## src/rtl/stage_round_ctrl.sv

```systemverilog
// rtl/stage_round_ctrl.sv - game-round sequencer for the jump game
//
// Purpose: drives the stage-fall animator (generate_en/update/fall_en),
// runs the key-charge / jump / landing-judge loop, accumulates the score
// and flags game over.
//
// Ports:
//   clk, rst          system clock, asynchronous active-high reset
//   start             one-cycle start/restart request (IDLE only)
//   key               debounced jump key level, 1 = pressed
//   pulse             one-cycle frame tick
//   fall_fin          stage fall complete (FALL only)
//   jump_fin          jump trajectory complete (JUMP only)
//   land_ok           landed on stage, valid with jump_fin
//   land_center       landed in centre zone, valid with land_ok
//   generate_en       load initial stage, high for the GEN cycle
//   update            restart fall, high for the UPDATE cycle
//   fall_en           animator enable, high throughout FALL
//   jump_start        high for the first JUMP cycle
//   jump_en           high throughout JUMP
//   jump_power        charge latched at key release
//   charge            live charge value
//   score             current score
//   game_over         round lost (held in IDLE)
//   fall_err          sticky: FALL left via timeout
//   state             FSM state code
//
// Optional feature macro: PERFECT_BONUS_EN (centre landings score +2).

module stage_round_ctrl #(
  parameter int CHARGE_W     = 8,
  parameter int CHARGE_MAX   = 200,
  parameter int SCORE_W      = 10,
  parameter int FALL_TIMEOUT = 120
) (
  input  logic                clk,
  input  logic                rst,
  input  logic                start,
  input  logic                key,
  input  logic                pulse,
  input  logic                fall_fin,
  input  logic                jump_fin,
  input  logic                land_ok,
  input  logic                land_center,
  output logic                generate_en,
  output logic                update,
  output logic                fall_en,
  output logic                jump_start,
  output logic                jump_en,
  output logic [CHARGE_W-1:0] jump_power,
  output logic [CHARGE_W-1:0] charge,
  output logic [SCORE_W-1:0]  score,
  output logic                game_over,
  output logic                fall_err,
  output logic [2:0]          state
);

  localparam int TO_W = $clog2(FALL_TIMEOUT + 1);

`ifdef PERFECT_BONUS_EN
  localparam logic BONUS_ON = 1'b1;
`else
  localparam logic BONUS_ON = 1'b0;
`endif

  typedef enum logic [2:0] {
    S_IDLE     = 3'd0,
    S_GEN      = 3'd1,
    S_WAIT_KEY = 3'd2,
    S_CHARGE   = 3'd3,
    S_JUMP     = 3'd4,
    S_JUDGE    = 3'd5,
    S_UPDATE   = 3'd6,
    S_FALL     = 3'd7
  } state_t;

  state_t              state_q, state_d;
  logic                key_prev_q, key_prev_d;
  logic [TO_W-1:0]     to_cnt_q, to_cnt_d;
  logic                land_ok_q, land_ok_d;
  logic                land_center_q, land_center_d;
  logic [CHARGE_W-1:0] charge_q, charge_d;
  logic [CHARGE_W-1:0] jump_power_q, jump_power_d;
  logic [SCORE_W-1:0]  score_q, score_d;
  logic                game_over_q, game_over_d;
  logic                fall_err_q, fall_err_d;
  logic                generate_en_q, generate_en_d;
  logic                update_q, update_d;
  logic                fall_en_q, fall_en_d;
  logic                jump_start_q, jump_start_d;
  logic                jump_en_q, jump_en_d;

  logic [CHARGE_W-1:0] charge_next;
  logic [TO_W-1:0]     to_cnt_next;
  logic [1:0]          score_step;
  logic [SCORE_W:0]    score_sum;

  always_comb begin
    state_d       = state_q;
    key_prev_d    = key;
    to_cnt_d      = to_cnt_q;
    land_ok_d     = land_ok_q;
    land_center_d = land_center_q;
    charge_d      = charge_q;
    jump_power_d  = jump_power_q;
    score_d       = score_q;
    game_over_d   = game_over_q;
    fall_err_d    = fall_err_q;

    // A pulse coinciding with key release still counts before latching.
    if (pulse && (charge_q < CHARGE_W'(CHARGE_MAX)))
      charge_next = charge_q + CHARGE_W'(1);
    else
      charge_next = charge_q;

    to_cnt_next = pulse ? to_cnt_q + TO_W'(1) : to_cnt_q;

    score_step = (BONUS_ON && land_center_q) ? 2'd2 : 2'd1;
    score_sum  = {1'b0, score_q} + {{(SCORE_W - 1){1'b0}}, score_step};

    case (state_q)
      S_IDLE: begin
        if (start) begin
          state_d     = S_GEN;
          score_d     = '0;
          game_over_d = 1'b0;
          fall_err_d  = 1'b0;
        end
      end
      S_GEN: state_d = S_WAIT_KEY;
      S_WAIT_KEY: begin
        // Edge detect: a key still held from earlier must be released first.
        if (key && !key_prev_q) begin
          state_d  = S_CHARGE;
          charge_d = '0;
        end
      end
      S_CHARGE: begin
        charge_d = charge_next;
        if (!key) begin
          state_d      = S_JUMP;
          jump_power_d = charge_next;
        end
      end
      S_JUMP: begin
        if (jump_fin) begin
          state_d       = S_JUDGE;
          land_ok_d     = land_ok;
          land_center_d = land_center;
        end
      end
      S_JUDGE: begin
        if (land_ok_q) begin
          state_d = S_UPDATE;
          score_d = score_sum[SCORE_W] ? '1 : score_sum[SCORE_W-1:0];
        end else begin
          state_d     = S_IDLE;
          game_over_d = 1'b1;
        end
      end
      S_UPDATE: begin
        state_d  = S_FALL;
        to_cnt_d = '0;
      end
      S_FALL: begin
        to_cnt_d = to_cnt_next;
        if (fall_fin) begin
          state_d = S_WAIT_KEY;
        end else if (to_cnt_next >= TO_W'(FALL_TIMEOUT)) begin
          state_d    = S_WAIT_KEY;
          fall_err_d = 1'b1;
        end
      end
      default: state_d = S_IDLE;
    endcase

    // Strobes are registered off the next state so each is high exactly
    // for the cycle(s) the FSM occupies the matching state.
    generate_en_d = (state_d == S_GEN);
    update_d      = (state_d == S_UPDATE);
    fall_en_d     = (state_d == S_FALL);
    jump_en_d     = (state_d == S_JUMP);
    jump_start_d  = (state_d == S_JUMP) && (state_q == S_CHARGE);
  end

  always_ff @(posedge clk or posedge rst) begin
    if (rst) begin
      state_q       <= S_IDLE;
      key_prev_q    <= 1'b0;
      to_cnt_q      <= '0;
      land_ok_q     <= 1'b0;
      land_center_q <= 1'b0;
      charge_q      <= '0;
      jump_power_q  <= '0;
      score_q       <= '0;
      game_over_q   <= 1'b0;
      fall_err_q    <= 1'b0;
      generate_en_q <= 1'b0;
      update_q      <= 1'b0;
      fall_en_q     <= 1'b0;
      jump_start_q  <= 1'b0;
      jump_en_q     <= 1'b0;
    end else begin
      state_q       <= state_d;
      key_prev_q    <= key_prev_d;
      to_cnt_q      <= to_cnt_d;
      land_ok_q     <= land_ok_d;
      land_center_q <= land_center_d;
      charge_q      <= charge_d;
      jump_power_q  <= jump_power_d;
      score_q       <= score_d;
      game_over_q   <= game_over_d;
      fall_err_q    <= fall_err_d;
      generate_en_q <= generate_en_d;
      update_q      <= update_d;
      fall_en_q     <= fall_en_d;
      jump_start_q  <= jump_start_d;
      jump_en_q     <= jump_en_d;
    end
  end

  assign generate_en = generate_en_q;
  assign update      = update_q;
  assign fall_en     = fall_en_q;
  assign jump_start  = jump_start_q;
  assign jump_en     = jump_en_q;
  assign jump_power  = jump_power_q;
  assign charge      = charge_q;
  assign score       = score_q;
  assign game_over   = game_over_q;
  assign fall_err    = fall_err_q;
  assign state       = state_q;

endmodule

```

## config.mk

```make
export PLATFORM = sky130hd
export DESIGN_NAME = stage_round_ctrl
export DESIGN_NICKNAME = d
export VERILOG_FILES = /design/src/rtl/stage_round_ctrl.sv
export SDC_FILE = /design/constraint.sdc
export NUM_CORES = 1
export LEC_CHECK = 0
export BUFFER_PORTS_ARGS = -buffer_cell sky130_fd_sc_hd__buf_2
export CAP_MARGIN = 0
export CORE_UTILIZATION = 50
export CTS_CLUSTER_DIAMETER = 200
export DETAILED_ROUTE_END_ITERATION = 16
export GPL_ROUTABILITY_DRIVEN = 1
export GPL_TIMING_DRIVEN = 0
export PLACE_DENSITY = 0.74
export SYNTH_ARGS = -nofsm -noshare
export SYNTH_HDL_FRONTEND = slang
export SYNTH_SLANG_ARGS = --single-unit
```

## constraint.sdc

```tcl
create_clock -name clk -period 3.65 [get_ports clk]
set_clock_uncertainty 0.05 [all_clocks]
set_input_delay 0.73 -clock clk [delete_from_list [all_inputs] [get_ports clk]]
set_output_delay 0.73 -clock clk [all_outputs]
set_load 0.01 [all_outputs]
```

Word-level counts from Yosys, hierarchy flattened. Cells that the tools add are included.

Input port bits: 9. Output and inout bits: 36. Logic and storage cells: 75. Register bits: 45.

Multiplexer cells: 23. Reductions and logical operators: 15. $add $sub $neg: 3. Equality and inequality tests: 17. Order comparisons: 2. Bitwise gates (word level): 1.

Operators with widths (count): two-way mux 10 bit (3); one-hot mux 3 bit (8 select lines) (1); == test 3 bit (second input constant) (7); two-way mux 3 bit (7); one-hot mux 10 bit (2 select lines) (1); two-way mux 8 bit (2); one-hot mux 8 bit (2 select lines) (1); one-hot mux 7 bit (2 select lines) (1); inequality test 2 bit (second input constant) (6); adder 10 x 1 -> 11 bit (second input constant) (1); adder 8 x 1 -> 8 bit (second input constant) (1); less-than comparator 8 bit (second input constant) (1); nonzero test 2 bit (4); adder 7 x 1 -> 7 bit (second input constant) (1); greater-or-equal comparator 7 bit (second input constant) (1); two-way mux 7 bit (1); == test 3 x 1 -> 1 bit (second input constant) (2); == test 3 x 2 -> 1 bit (second input constant) (2); AND reduction 2 bit (3); AND reduction 3 bit (2); two-way mux 1 bit (4); one-hot mux 1 bit (2 select lines) (2); AND reduction 4 bit (1); logical AND 1 bit (3); 3 further kinds (3).

Logic depth before layout (Yosys ltp). Gate-level depths: netlist of run 1.

Word-level depth: 8. Mapped depth: 6. Gate-level depth less buffers: 5.

Worst setup path after synthesis of run 1. OpenSTA, ideal clock, no wires.

Path type: reg-to-reg. Start point: reg score_q[0], in the netlist score[0]. End point: reg score_q[6], in the netlist score[6]. Data arrival time: 1.671 ns. Library setup time: 0.094 ns. Buffers on the path: 1. Stages on the path, launching flop included: 7. Data required time: 3.506 ns. Period minus slack after synthesis: 1.815 ns. Slack: 1.835 ns. Cell sequence: dfrtp_1 -> ha_1 -> nand4_2 -> or3_1 -> buf_2 -> and4_1 -> a211oi_1.

Longest elaborated chain between the ends: 4.

Ends and longest elaborated chain: from (decl) (line 84) `logic [SCORE_W-1:0] score_q, score_d;`; from (signal assigned) (line 211) `score_q <= score_d;`; adder 10 x 1 -> 11 bit (line 119) `score_sum = {1'b0, score_q} + {{(SCORE_W - 1){1'b0}}, score_step};`; two-way mux 10 bit (line 155) `score_d = score_sum[SCORE_W] ? '1 : score_sum[SCORE_W-1:0];`; two-way mux 10 bit (line 153) `if (land_ok_q) begin`; one-hot mux 10 bit (2 select lines) (line 121) `case (state_q)`.

No other way between the ends. The select of a mux whose other input is x is not followed. A chain may end at the register's enable or synchronous reset.

Worst setup path after layout of run 1.
Start point: reg state_q[2], in the netlist state[2]. End point: reg jump_power_q[4], in the netlist jump_power[4].

Longest elaborated chain between the ends: 2.

Ends and longest elaborated chain: from (decl) (line 77) `state_t state_q, state_d;`; from (signal assigned) (line 204) `state_q <= state_d;`; == test 3 x 2 -> 1 bit (line 121); AND reduction 2 bit (no source line); to (signal assigned) (line 210) `jump_power_q <= jump_power_d;`; to (decl) (line 83) `logic [CHARGE_W-1:0] jump_power_q, jump_power_d;`.

No other way between the ends.

==> metrics, run 1 <==
status completed; Setup-failing EPs final 0; clk slew on worst S/H paths 0.08 ns; Switching Share 40.3%; number of flops mapped to enable cells by yosys 0; routability cong. 0.795; Final min period 2.17 ns; Longest Clk Path Bufs 2; CTS root buf clkbuf_8; Core Area 0.00438 mm2; met2 Use GR 34.7%; Final period util 59.6%; Peak supply drop 0.392 mV; fillers 380; logic gate share of total power 40.8%; total track usage 21.9%; # nets final 306; Multi-input gate area 0.00111 mm2; drt initial violations 225; global-route wire length before repair 8650 um; initial antenna violation count 0; RR Endpoint jump_power[4]$_DFFE_PP0P_; max_slew headroom 48.6%; via/cell ratio 5.83; Post-synth ARST share 100%; Rows 24; Detail Route Antenna Nets 0; CTS tree done; fin util 61.5%; Critical Path RT 3.77 ns; Top Ports 45; Syn Nets 255; detailed-route via count 2,017; drt drc 0; gr ovfl total 0; PD cells 705 mW/mm2; unrepaired setup endpoints after global routing false; Worst Setup End Kind flop; final hold vios 0; FF+latch count, synth 45; worst hold margin 0.402 ns; worst r2r path cells 5; FF-to-FF setup slack 1.48 ns; post-route setup TNS 0 ns; number of global-route vias before repair 1,904; largest cells by area after synthesis dfrtp_1 49%, a31oi_1 4.1%, nor2_1 3.4%, a21oi_1 3.2%, nand2_1 3.2%; sw power 0.766 mW; mean post-synth cell area 9.51 um2; diodes inserted 0; # port buffers 43; die height 70.0 um; area share of the largest cell type after synthesis 48.7%; CTS Hold Bufs 0; Final Max Tran Viols 0; cell taking the most area after synthesis dfrtp_1; Die Width 70.0 um; CTS Sinks 45; part of the power in registers 43.1%; post-synth cell types 47; met3 Use GR 4.18%; Clk pwr share 16.1%; met1 Use GR 30.9%; Reg area 0.00113 mm2; largest net degree at the start of global routing 26; DP HPWL 3530 um; Int Pwr 1.14 mW; sequential-to-total area share from yosys stat 48.7%; Worst Hold Class in2async; worst-skew pair later-pin latency 0.29 ns; most used routing layer met2; max cap viols 0; Max Clock Freq 0.460 GHz; Worst setup SP type flop; Power Total 1.90 mW; Num CTS Buffers 5; Cell Area, Synth 0.00231 mm2; Yosys Warn Count 0; TritonRoute pass-1 iters 4; Die ar. 0.00490 mm2; CP Max Fanout 10; post-CTS sizing 0; Least-Margin Pin Slew 0.768 ns; H-tree depth 2; leak pwr 1.28 nW; WL final 5010 um; Synth Flop Type dfrtp_1; drt wl/cell 14.5 um; Initial Util 52.7%; fraction of layout cells with a size suffix above 1 22.4%; Cells after Synth 243; postcts setup bufs 0; critical path class reg2reg; RR Startpoint state[2]$_DFF_PP0_; WP data arrival 2.29 ns; Area Growth Syn to Fin 16.7%
-- through the flow --
step / instance area (um2) / cells / worst slack (ns)
after floorplan: 2310 / 243 / 1.81
after global placement: 2590 / 338 / 1.23
after detailed placement: 2610 / 339 / 1.47
after CTS: 2700 / 346 / 1.45
after global routing: 2700 / 346 / 1.32
final: 2700 / 346 / 1.48
-- kinds of logic (layout without fill, tap and decap cells) --
kind of cell / Yosys count / in the layout / synth area share (%)
simple gates: 95 / 95 / 21.7
compound gates: 70 / 70 / 19.8
flops: 45 / 45 / 48.7
buf+inv: 18 / 69 / 3.19
xor+xnor: 7 / 7 / 2.65
mux: 5 / 5 / 2.33
fa+ha+maj: 3 / 3 / 1.62
-- critical path, stage by stage, from the launching register on --
cell and delay (ns):
dfrtp_1 0.42, buf_2 0.19, nand3b_1 0.28, nor2_1 0.65, buf_2 0.36, a21oi_1 0.10
-- worst max-delay path by stage --
stage,start,cells past startpoint,to
floorplan,rst,1,charge[0]$_DFFE_PP0P_
global placement,rst,2,to_cnt_q[5]$_DFFE_PP0N_
CTS,state[2]$_DFF_PP0_,5,jump_power[4]$_DFFE_PP0P_
detailed placement,state[2]$_DFF_PP0_,5,jump_power[4]$_DFFE_PP0P_
global route,state[2]$_DFF_PP0_,5,jump_power[1]$_DFFE_PP0P_
finish,state[2]$_DFF_PP0_,5,jump_power[4]$_DFFE_PP0P_
-- state kept, by name, summed over array words and instances (netlist names) --
| signal | count |
|---|---|
| jump_en | 1 |
| update | 1 |
| score | 10 |
| fall_en | 1 |
| state | 3 |
| land_ok_q | 1 |
| generate_en | 1 |
| to_cnt_q | 7 |
| jump_start | 1 |
| game_over | 1 |
| fall_err | 1 |
| key_prev_q | 1 |
| jump_power | 8 |
| charge | 8 |
-- power by group through the flow --
stage	clock network, mW	registers, mW	logic (mW)
CTS	0.314	0.819	0.786
detailed placement	0	0.828	0.783
global route	0.329	0.849	0.877
global placement	0	0.821	0.761
floorplan	0	0.865	0.469
finish	0.306	0.820	0.777
-- cells in the final DEF, fill, tap and decap left out, types with 7 or more instances in the layout --
cell       n
nor3_1     7
nand2_1   20
clkbuf_1   7
a31oi_1   15
nand3_1   11
and2_1     7
a21oi_1   15
buf_2     48
o21ai_0   14
dfrtp_1   45
nor2_1    21
-- synth_stat cells (2+ instances only) --
master and instances:
nand2_1 20, ha_1 3, and3_1 2, nor3_1 7, o21a_1 2, o21ai_0 14
buf_2 5, clkbuf_1 6, a41oi_1 2, and4_1 2, mux2i_1 2, nand3_1 11
o22ai_1 2, inv_1 6, nor4_1 4, a31oi_1 15, nor2b_1 3, and2_1 7
nand3b_1 2, xnor2_1 3, nand4_1 4, a211oi_1 3, and3_2 2, mux2_2 3
xor2_1 4, or3_1 2, a22o_1 6, dfrtp_1 45, a21oi_1 15, nand2b_1 2
a21o_1 3, nor2_1 21
-- metal layers --
| metal | vias to the layer above | share of wire, % |
|---|---|---|
| li1 | 999 | - |
| met1 | 962 | 44 |
| met2 | 52 | 50 |
| met3 | 4 | 5.0 |
| met4 | 0 | 0.84 |
| met5 | - | 0 |
-- cell type report --
| class | count | area share (%) |
|---|---|---|
| clock buffers | 7 | 3.20 |
| inverters | 6 | 0.835 |
| flip-flops and latches | 45 | 41.7 |
| plain buffers | 12 | 1.90 |
| well taps | 52 | 2.41 |
| multi-input cells | 180 | 41.2 |
| repair buffers | 44 | 8.72 |
Power figures use the tool's default switching activity.
==> inputs of run 2 (changes only) <==
--- a/config.mk
+++ b/config.mk
@@ -5,6 +5,7 @@
 export SDC_FILE = /design/constraint.sdc
 export NUM_CORES = 1
 export LEC_CHECK = 0
+export ABC_AREA = 1
 export BUFFER_PORTS_ARGS = -buffer_cell sky130_fd_sc_hd__buf_2
 export CAP_MARGIN = 0
 export CORE_UTILIZATION = 50
==> constraint.sdc (replaced) <==
create_clock -name clk -period 2.2 [get_ports clk]
set_clock_uncertainty 0.05 [all_clocks]
set_input_delay 0.44 -clock clk [delete_from_list [all_inputs] [get_ports clk]]
set_output_delay 0.44 -clock clk [all_outputs]
set_load 0.01 [all_outputs]
==> run 2 against run 1 <==
Compared with the run above: utilization fell by 0.22 points; wire length fell by 4.7%; global-route usage fell by 1.3 points.
==> metrics, run 2 <==
status completed; largest cells by area after synthesis dfrtp_1 49%, nand2_1 13%, inv_1 6.3%, o21ai_0 4.1%, nand3_1 3.7%; most used routing layer met2; WL final 4780 um (-4.7%); critical path class reg2reg; CTS root buf clkbuf_8; fin util 61.3% (-0.22 points); leak pwr 1.47 nW (+14%); Least-Margin Pin Slew 0.394 ns (-0.374 ns); # port buffers 43 (unchanged); CTS tree done; unrepaired setup endpoints after global routing false; Synth Area in Compound Gates 11.5% (-8.3 points); number of flops mapped to enable cells by yosys 0 (unchanged); Num CTS Buffers 5 (unchanged); detailed-route via count 2,044 (+1.3%); postcts setup bufs 0 (unchanged); Yosys Warn Count 0 (unchanged); Syn Nets 300 (+18%); worst-skew pair later-pin latency 0.29 ns (about the same); Final period util 80.0% (+20 points); Max Clock Freq 0.568 GHz (+24%); Area Growth Syn to Fin 16.7% (about the same); Synth Flop Type dfrtp_1; diodes inserted 0 (unchanged); post-synthesis adder-cell area fraction 1.62% (-0.0061 points); Setup-failing EPs final 0 (unchanged); Top Ports 45 (unchanged); CTS Hold Bufs 0 (unchanged); met1 Use GR 26.7% (-4.2 points); routability cong. 0.881 (+11%); most common cell after layout, fill and taps aside nand2_1; largest family of logic cells by synthesized area simple AND/OR/NAND/NOR gates; final hold vios 0 (unchanged); initial antenna violation count 0 (unchanged); Worst Setup End Kind flop; gr ovfl total 0 (unchanged); cell taking the most area after synthesis dfrtp_1; fraction of layout cells with a size suffix above 1 22.6% (+0.20 points); Post-Synth Simple-Gate Area 27.9% (+6.2 points); WP data arrival 1.94 ns (-0.35 ns); met3 Use GR 3.17% (-1.0 points); sequential-to-total area share from yosys stat 48.5% (-0.18 points); Placement Cell Area 0.00262 mm2 (+0.34%); Final min period 1.76 ns (-0.415 ns); DP HPWL 3560 um (+0.77%); PD cells 1030 mW/mm2 (+47%); Post-synth top cells 81 x nand2_1, 45 x dfrtp_1, 39 x inv_1; post-CTS sizing 0 (unchanged); max cap viols 0 (unchanged); Final Max Tran Viols 0 (unchanged); Worst setup SP type flop; FF+latch count, synth 45 (unchanged); Worst Hold Class in2async; # nets final 351 (+15%); count leader, synth nand2_1; global-route wire length before repair 8100 um (-6.4%); die height 70.1 um (+0.19%); Longest Clk Path Bufs 2 (unchanged); CP Max Fanout 9 (-1); Die ar. 0.00492 mm2 (+0.37%); Cells after Synth 288 (+19%); area share of the largest cell type after synthesis 48.5% (-0.18 points); fin area 0.00271 mm2 (+0.32%); drt drc 0 (unchanged); Post-Synth XOR/XNOR Area 1.89% (-0.77 points); Detail Route Antenna Nets 0 (unchanged); drt wl/cell 12.2 um (-16%); number of global-route vias before repair 1,859 (-2.4%); via/cell ratio 5.21 (-11%); Core Area 0.00441 mm2 (+0.68%); met2 Use GR 34.7% (unchanged); mux cell area share after synthesis 0.485% (-1.8 points); most frequent cells in the layout 81 x nand2_1, 45 x buf_2, 45 x dfrtp_1; H-tree depth 2 (unchanged); drt initial violations 121 (-46%); post-route setup TNS 0 ns (unchanged); Initial Util 52.6% (-0.16 points); Die Width 70.1 um (+0.19%); TritonRoute pass-1 iters 8 (+4); Critical Path RT 2.38 ns (-1.39 ns); Cell Area, Synth 0.00232 mm2 (+0.38%); max_slew headroom 73.6% (+25 points); Peak supply drop 0.502 mV (+28%); post-synth cell types 33 (-30%); worst hold margin 0.0310 ns (-0.371 ns); Largest register FFs 10 (unchanged); Post-synth ARST share 100% (unchanged); largest net degree at the start of global routing 33 (+27%); CTS Sinks 45 (unchanged); clk slew on worst S/H paths 0.09 ns (about the same); total track usage 20.6% (-1.3 points); mean post-synth cell area 8.05 um2 (-15%); Rows 24 (unchanged)
## run 2: changes by cell type after synthesis, sizes merged, moves of 7 or more
cell,delta
a21oi,-9
a31oi,-15
inv,+38
nand2,+68
nand3,+7
o21ai,+11
## run 2: metal layers
layer / wire length [um] / part of all wire (%)
met5: 0 / 0
met4: 67 / 1.4
met3: 159 / 3.3
met2: 2310 / 48
met1: 2240 / 47
## run 2: cells by family (layout without fill, tap and decap cells)
family	Yosys count	in the layout
compound gates	46	46
xor+xnor	5	5
fa+ha+maj	3	3
buf+inv	47	99
flops	45	45
mux	1	1
simple gates	141	141
## run 2: cell type report
class	instances	area, um2
plain buffers	3	21.3
clock inverters	3	17.5
flip-flops and latches	45	1130
repair buffers	44	235
fillers	395	1710
inverters	44	165
clock buffers	5	68.8
multi-input cells	196	1010
well taps	52	65.1
## run 2: power breakdown
group | internal [mW] | leakage, nW | switching [mW]
clock network | 0.220 | 0.0439 | 0.283
registers | 1.05 | 0.607 | 0.206
logic | 0.396 | 0.815 | 0.647
total | 1.66 | 1.47 | 1.14
## run 2: worst max-delay path, stage by stage (launching register included)
cell,delay (ns)
dfrtp_1,0.52
ha_1,0.22
nand2_1,0.09
nor3_1,0.21
and2_2,0.22
nand2_2,0.13
o21ai_0,0.11
nand2_1,0.07
o21ai_1,0.07
## run 2: path summary, 6_finish.rpt
path | startpoint | to | slack [ns] | cells past startpoint
setup / recovery | score[0]$_DFFE_PP0P_ | score[7]$_DFFE_PP0P_ | 0.44 | 8
hold / removal | rst | jump_power[7]$_DFFE_PP0P_ | 0.03 | 2
setup reg to reg | score[0]$_DFFE_PP0P_ | score[7]$_DFFE_PP0P_ | 0.44 | 8
hold reg to reg | jump_power[7]$_DFFE_PP0P_ | jump_power[7]$_DFFE_PP0P_ | 0.43 | 2
max in group asynchronous | rst | jump_power[2]$_DFFE_PP0P_ | 1.59 | 3
min in group clk | key | key_prev_q$_DFF_PP0_ | 0.23 | 1
## run 2: through the flow
stage | std cells | power (mW) | setup WS [ns]
after floorplan | 288 | 1.97 | 0.629
after global placement | 383 | 2.29 | 0.0400
after detailed placement | 384 | 2.32 | 0.476
after CTS | 392 | 2.83 | 0.452
after global routing | 392 | 3.02 | 0.215
final | 392 | 2.80 | 0.441
